===== config.mk =====
export PLATFORM = sky130hd
export DESIGN_NAME = math_result_serializer
export DESIGN_NICKNAME = d
export VERILOG_FILES = /design/src/rtl/math_pkg.sv /design/src/rtl/result_fifo.sv /design/src/rtl/math_result_serializer.sv
export SDC_FILE = /design/constraint.sdc
export NUM_CORES = 1
export LEC_CHECK = 0
export CORE_UTILIZATION = 57
export DETAILED_ROUTE_END_ITERATION = 16
export DONT_BUFFER_PORTS = 1
export GPL_ROUTABILITY_DRIVEN = 0
export PLACE_DENSITY_LB_ADDON = 0.3
export SKIP_CTS_REPAIR_TIMING = 1
export SLEW_MARGIN = 25
export SYNTH_ARGS = -nofsm -noshare
export SYNTH_HDL_FRONTEND = slang
export SYNTH_HIERARCHICAL = 1
export SYNTH_SLANG_ARGS = --single-unit

===== constraint.sdc =====
create_clock -name clk -period 4.55 [get_ports clk]
set_input_delay 0.2275 -clock clk [delete_from_list [all_inputs] [get_ports clk]]
set_output_delay 0.2275 -clock clk [all_outputs]
set_load 0.005 [all_outputs]

===== src/rtl/math_pkg.sv =====
// -----------------------------------------------------------------------------
// math_pkg
// Shared definitions for the math_expression result path:
//   - serializer FSM state type
//   - bit positions inside the frame status byte
//   - calc_nq(): number of bytes needed to carry a W-bit quotient
// -----------------------------------------------------------------------------
package math_pkg;

    typedef enum logic {
        IDLE = 1'b0,
        SEND = 1'b1
    } ser_state_e;

    localparam int RMD_BIT  = 0;
    localparam int SIGN_BIT = 1;
    localparam int DROP_BIT = 2;

    function automatic int calc_nq(input int w);
        return (w + 7) / 8;
    endfunction

endpackage


===== src/rtl/result_fifo.sv =====
// -----------------------------------------------------------------------------
// result_fifo
// Synchronous FIFO holding captured {q, rmd} results.
// Ports:
//   clk, reset         clock, synchronous active-high reset (pointers/count)
//   push_i, wr_data_i  write request and data; ignored while full
//   pop_i              read request; ignored while empty
//   rd_data_o          head entry (combinational read of the head slot)
//   full_o, empty_o    status derived from the registered count
//   count_o            registered occupancy
// -----------------------------------------------------------------------------
module result_fifo #(
    parameter int WIDTH = 17,
    parameter int DEPTH = 4
) (
    input  logic                   clk,
    input  logic                   reset,
    input  logic                   push_i,
    input  logic [WIDTH-1:0]       wr_data_i,
    input  logic                   pop_i,
    output logic [WIDTH-1:0]       rd_data_o,
    output logic                   full_o,
    output logic                   empty_o,
    output logic [$clog2(DEPTH):0] count_o
);

    localparam int AW = $clog2(DEPTH);

    logic [WIDTH-1:0] mem_q [DEPTH];
    logic [AW-1:0]    wr_ptr_q;
    logic [AW-1:0]    rd_ptr_q;
    logic [AW:0]      count_q;
    logic [AW:0]      count_d;
    logic             do_push;
    logic             do_pop;

    // Full/empty come from the registered count, so a push in a pop cycle
    // while full is still refused.
    assign full_o    = (count_q == (AW + 1)'(DEPTH));
    assign empty_o   = (count_q == '0);
    assign do_push   = push_i && !full_o;
    assign do_pop    = pop_i && !empty_o;
    assign rd_data_o = mem_q[rd_ptr_q];
    assign count_o   = count_q;

    always_comb begin
        count_d = count_q;
        if (do_push && !do_pop) begin
            count_d = count_q + (AW + 1)'(1);
        end else if (do_pop && !do_push) begin
            count_d = count_q - (AW + 1)'(1);
        end
    end

    // Pointers wrap naturally because DEPTH is a power of two.
    always_ff @(posedge clk) begin
        if (reset) begin
            wr_ptr_q <= '0;
            rd_ptr_q <= '0;
            count_q  <= '0;
        end else begin
            if (do_push) wr_ptr_q <= wr_ptr_q + AW'(1);
            if (do_pop)  rd_ptr_q <= rd_ptr_q + AW'(1);
            count_q <= count_d;
        end
    end

    always_ff @(posedge clk) begin
        if (do_push) mem_q[wr_ptr_q] <= wr_data_i;
    end

endmodule


===== src/rtl/math_result_serializer.sv =====
// -----------------------------------------------------------------------------
// math_result_serializer
// Buffers one-cycle {q, rmd} result ticks in a FIFO and sends each one as a
// frame of NQ sign-extended quotient bytes (LSB first) plus a status byte
// {5'b0, drop, sign, rmd} on an 8-bit valid/ready stream.
// Ports:
//   clk, reset            clock, synchronous active-high reset
//   in_valid, in_q, in_rmd  result tick from the datapath (no backpressure)
//   out_data, out_valid, out_ready  byte stream towards the host link
//   overflow              sticky: a result was dropped since reset
//   count                 registered FIFO occupancy
//   busy                  FIFO non-empty or a frame in progress
// -----------------------------------------------------------------------------
module math_result_serializer
    import math_pkg::*;
#(
    parameter int W     = 16,
    parameter int DEPTH = 4
) (
    input  logic                   clk,
    input  logic                   reset,
    input  logic                   in_valid,
    input  logic [W-1:0]           in_q,
    input  logic                   in_rmd,
    output logic [7:0]             out_data,
    output logic                   out_valid,
    input  logic                   out_ready,
    output logic                   overflow,
    output logic [$clog2(DEPTH):0] count,
    output logic                   busy
);

    localparam int NQ    = calc_nq(W);
    localparam int QW    = 8 * NQ;
    localparam int FW    = 8 * (NQ + 1);
    localparam int IDX_W = $clog2(NQ + 1);

    logic [W:0]       fifo_rd;
    logic             fifo_full;
    logic             fifo_empty;
    logic             pop;
    logic             drop;

    ser_state_e       state_q, state_d;
    logic [FW-1:0]    frame_q, frame_d;
    logic [IDX_W-1:0] idx_q, idx_d;
    logic             drop_pend_q, drop_pend_d;
    logic             overflow_q;

    logic [W-1:0]     q_raw;
    logic [QW-1:0]    q_ext;
    logic [7:0]       status_b;

    result_fifo #(
        .WIDTH (W + 1),
        .DEPTH (DEPTH)
    ) u_fifo (
        .clk       (clk),
        .reset     (reset),
        .push_i    (in_valid),
        .wr_data_i ({in_q, in_rmd}),
        .pop_i     (pop),
        .rd_data_o (fifo_rd),
        .full_o    (fifo_full),
        .empty_o   (fifo_empty),
        .count_o   (count)
    );

    assign drop = in_valid && fifo_full;

    // Frame image of the FIFO head; the status byte sits in the top byte so
    // that shifting right by 8 walks the frame in transmit order.
    always_comb begin
        q_raw    = fifo_rd[W:1];
        q_ext    = QW'($signed(q_raw));
        status_b = '0;
        status_b[RMD_BIT]  = fifo_rd[0];
        status_b[SIGN_BIT] = q_raw[W-1];
        status_b[DROP_BIT] = drop_pend_q;
    end

    always_comb begin
        state_d = state_q;
        frame_d = frame_q;
        idx_d   = idx_q;
        pop     = 1'b0;
        case (state_q)
            IDLE: begin
                if (!fifo_empty) pop = 1'b1;
            end
            SEND: begin
                if (out_ready) begin
                    if (idx_q == IDX_W'(NQ)) begin
                        // Last byte taken: chain straight into the next frame.
                        if (!fifo_empty) pop = 1'b1;
                        else             state_d = IDLE;
                    end else begin
                        frame_d = frame_q >> 8;
                        idx_d   = idx_q + IDX_W'(1);
                    end
                end
            end
            default: state_d = IDLE;
        endcase
        if (pop) begin
            frame_d = {status_b, q_ext};
            idx_d   = '0;
            state_d = SEND;
        end
        // Pending drops are handed to the frame being loaded; a drop in the
        // same cycle as a load is kept for the following frame.
        drop_pend_d = drop_pend_q;
        if (pop)  drop_pend_d = 1'b0;
        if (drop) drop_pend_d = 1'b1;
    end

    always_ff @(posedge clk) begin
        if (reset) begin
            state_q     <= IDLE;
            idx_q       <= '0;
            drop_pend_q <= 1'b0;
            overflow_q  <= 1'b0;
        end else begin
            state_q     <= state_d;
            idx_q       <= idx_d;
            drop_pend_q <= drop_pend_d;
            if (drop) overflow_q <= 1'b1;
        end
    end

    always_ff @(posedge clk) begin
        frame_q <= frame_d;
    end

    assign out_valid = (state_q == SEND);
    assign out_data  = (state_q == SEND) ? frame_q[7:0] : 8'h00;
    assign overflow  = overflow_q;
    assign busy      = (count != '0) || (state_q == SEND);

endmodule


==> impl_metrics.env <==
export IMPL_cts_clk_slew_worst_paths_ns=0.09
export IMPL_grt_max_degree=24
export IMPL_finalCritPeriodShare_pct=59.4
export IMPL_place_area_um2=4070
export IMPL_dp_cells=298
export IMPL_grt_overflow=0
export IMPL_grt_pass1_wl_mm=9.43
export IMPL_cap_violations=0
export IMPL_synthesis_area_um2=4010
export IMPL_r2r_slack_ns=1.85
export IMPL_fill_cells=447
export IMPL_start_util_pct=59.0
export IMPL_cts_root_buf="clkbuf_8"
export IMPL_mostFrequentLayoutCell="edfxtp_1"
export IMPL_synth_cell_types=35
export IMPL_cp_slowest_stage_delay_ns=0.66
export IMPL_die_h_um=85.9
export IMPL_status="finished, final reports clean"
export IMPL_synth_area_per_cell_um2=19.2
export IMPL_clkSinkCount=100
export IMPL_design_power_total_w=0.00244
export IMPL_cp_end_kind="flop"
export IMPL_area_growth_pct=10.5
export IMPL_place_ws_ns=1.86
export IMPL_firstDrtPassIters=4
export IMPL_finalMaxSlewViolations=0
export IMPL_startpoint_type="flop"
export IMPL_path_class="flop to flop"
export IMPL_rsz0062_at_grt="no"
export IMPL_path_cells="nor3_1 > a21oi_4 > o31ai_2 > ha_1 > inv_1 > fa_1 > xor2_1 > or3_1 > a21oi_1"
export IMPL_worstPathArrival_ns=2.99
export IMPL_slew_headroom_pct=33.4
export IMPL_yosys_warnings=6
export IMPL_viasPerCell=5.44
export IMPL_grt_use_total_pct=18.1
export IMPL_setup_ws_ns=1.85
export IMPL_wirelength_mm=6.05
export IMPL_core_area_um2=6790
export IMPL_fp_dieArea_um2=7370
export IMPL_routedWlPerCell_um=18.2
export IMPL_ir_worst_vdd_mv=0.277
export IMPL_powerDensity_nw_per_um2=552
export IMPL_io_pins=35
export IMPL_ys_ff_latch=100
export IMPL_rr_startpoint="u_fifo/count_o[0]"
export IMPL_grt_pass1_vias=1898
export IMPL_layout_common_cells="edfxtp_1, and2_1, dlygate4sd3_1"
export IMPL_r2r_cells=9
export IMPL_synth_seq_area_share_pct=71.4
export IMPL_max_freq_ghz=0.370
export IMPL_numCtsBuffers=9
export IMPL_critical_path_slowest_cell="a21oi_4"
export IMPL_floorplan_rows=30
export IMPL_drive_gt1_share_pct=21.6
export IMPL_tightest_slew_ns=1.00
export IMPL_n_antenna_cell=0
export IMPL_cts_tree="built"
export IMPL_cp_required_ns=4.84
export IMPL_cts_max_path_buffers=2
export IMPL_p_leak_nw=1.47
export IMPL_syn_nets=237
export IMPL_dr_first_iter_drc_count=135
export IMPL_clock_skew_final_ns=0.00506
export IMPL_route_detailed_drc=0
export IMPL_vias=1805
export IMPL_die_x_um=85.9
export IMPL_r2r_end="u_fifo/count_o[2]"
export IMPL_antenna_found_initial=0
export IMPL_layout_cells_non_filler=332
export IMPL_min_path_type="input pin to flop"
export IMPL_fin_tns_setup_ns=0
export IMPL_clock_latency_ns=0.35
export IMPL_min_from="in_valid"
export IMPL_fin_nets=259
export IMPL_holdPathEnd="overflow"
export IMPL_synth_cells=209
export IMPL_numPortBuffers=0
export IMPL_hold_violations=0
export IMPL_cp_max_fo=23
export IMPL_holdPathStages=2
export IMPL_cts_max_level=3
export IMPL_ant_nets=0
export IMPL_post_dp_hpwl_mm=3.60
export IMPL_finalInstanceArea_um2=4430
export IMPL_setup_viol=0
export IMPL_fin_crit_ns=2.70
-- cell type report --
class | instances | area, um2 | area share [%]
clock inverters | 6 | 55.1 | 1.24
clock buffers | 10 | 128 | 2.88
well taps | 96 | 120 | 2.71
repair buffers | 19 | 188 | 4.24
multi-input cells | 95 | 1050 | 23.8
flip-flops and latches | 100 | 2860 | 64.6
inverters | 6 | 22.5 | 0.508
-- routing by layer --
metal | part of all wire (%) | track usage, %
met1 | 41 | 22.3
met2 | 53 | 30.3
met3 | 3.4 | 4.81
met4 | 1.8 | 8.18
met5 | 0 | 0
-- worst max-delay path: cells and delay by family (launching register included) --
kind	cells	cell delay, ns
AOI/OAI and AO/OA	3	0.99
xor gates and xnor gates	1	0.07
adders and majority gates	2	0.45
buffers and inverters	1	0.08
DFF	1	0.56
and+or+nand+nor	2	0.48
-- kinds of logic after synthesis --
logic type,synth area share [%]
AO/OA/AOI/OAI,2.84
XOR/XNOR,1.09
multiplexers,14.0
AND/OR/NAND/NOR,5.99
flip-flops,71.4
adder cells (fa/ha/maj),2.37
buffers and inverters,2.28
-- sequential cells by signal, summed over array words and instances, names as in the netlist, named ones only --
| signal | flops |
|---|---|
| drop_pend_q | 1 |
| frame_q | 18 |
| idx_q | 2 |
| out_valid | 1 |
| overflow | 1 |
| u_fifo/count_o | 3 |
| u_fifo/mem_q | 68 |
| u_fifo/rd_ptr_q | 2 |
| u_fifo/wr_ptr_q | 2 |
-- cells in the mapped netlist --
| master | number | area, um2 |
|---|---|---|
| nor2_2 | 2 | 12.5 |
| mux2i_1 | 2 | 20.0 |
| o21ai_0 | 3 | 15.0 |
| mux2_2 | 2 | 22.5 |
| and3b_2 | 1 | 10.0 |
| mux4_2 | 17 | 383 |
| a21oi_4 | 1 | 16.3 |
| nand2b_1 | 3 | 18.8 |
| edfxtp_1 | 86 | 2580 |
| a21oi_1 | 4 | 20.0 |
| buf_6 | 1 | 11.3 |
| nor3b_2 | 1 | 12.5 |
| buf_12 | 1 | 20.0 |
| buf_2 | 3 | 15.0 |
| or3_1 | 2 | 12.5 |
| clkbuf_1 | 2 | 7.51 |
| o21a_1 | 1 | 7.51 |
| nand2_1 | 2 | 7.51 |
| fa_1 | 1 | 20.0 |
| dfxtp_1 | 14 | 280 |
| o22ai_1 | 1 | 6.26 |
| xor2_1 | 4 | 35.0 |
| buf_8 | 1 | 15.0 |
| o31ai_2 | 1 | 12.5 |
| and2_1 | 19 | 119 |
| xnor2_1 | 1 | 8.76 |
| inv_1 | 6 | 22.5 |
| or4_2 | 1 | 8.76 |
| o311ai_1 | 1 | 8.76 |
| nand2_2 | 1 | 6.26 |
| ha_1 | 6 | 75.1 |
| mux2_4 | 9 | 135 |
| nor3_1 | 2 | 10.0 |
| a2111oi_4 | 1 | 27.5 |
| nor2_1 | 6 | 22.5 |
-- per-stage QoR --
step	hold slack, ns	util (%)
2_1_floorplan	0.297	-
3_3_place_gp	0.299	59.9
3_5_place_dp	0.301	59.9
4_1_cts	-0.0817	62.5
5_1_grt	0.0138	65.2
6_report	0.0250	65.2
-- power breakdown --
group | total (W) | switching, W | internal [W]
clock network | 0.000526 | 0.000278 | 0.000248
logic | 0.000596 | 0.000295 | 0.000301
registers | 0.00132 | 0.0000904 | 0.00123
-- how the worst max path moves through the flow --
stage	startpoint	endpoint	slack, ns	cells past startpoint
after floorplan	u_fifo/count_o[1]	u_fifo/count_o[2]	2.14	10
after global placement	u_fifo/count_o[0]	u_fifo/count_o[2]	1.99	9
after detailed placement	u_fifo/count_o[0]	u_fifo/count_o[2]	1.86	9
after CTS	u_fifo/count_o[0]	u_fifo/count_o[2]	1.84	9
after global routing	u_fifo/count_o[0]	u_fifo/count_o[2]	1.60	9
final	u_fifo/count_o[0]	u_fifo/count_o[2]	1.85	9
(Power assumes the default switching activity.)
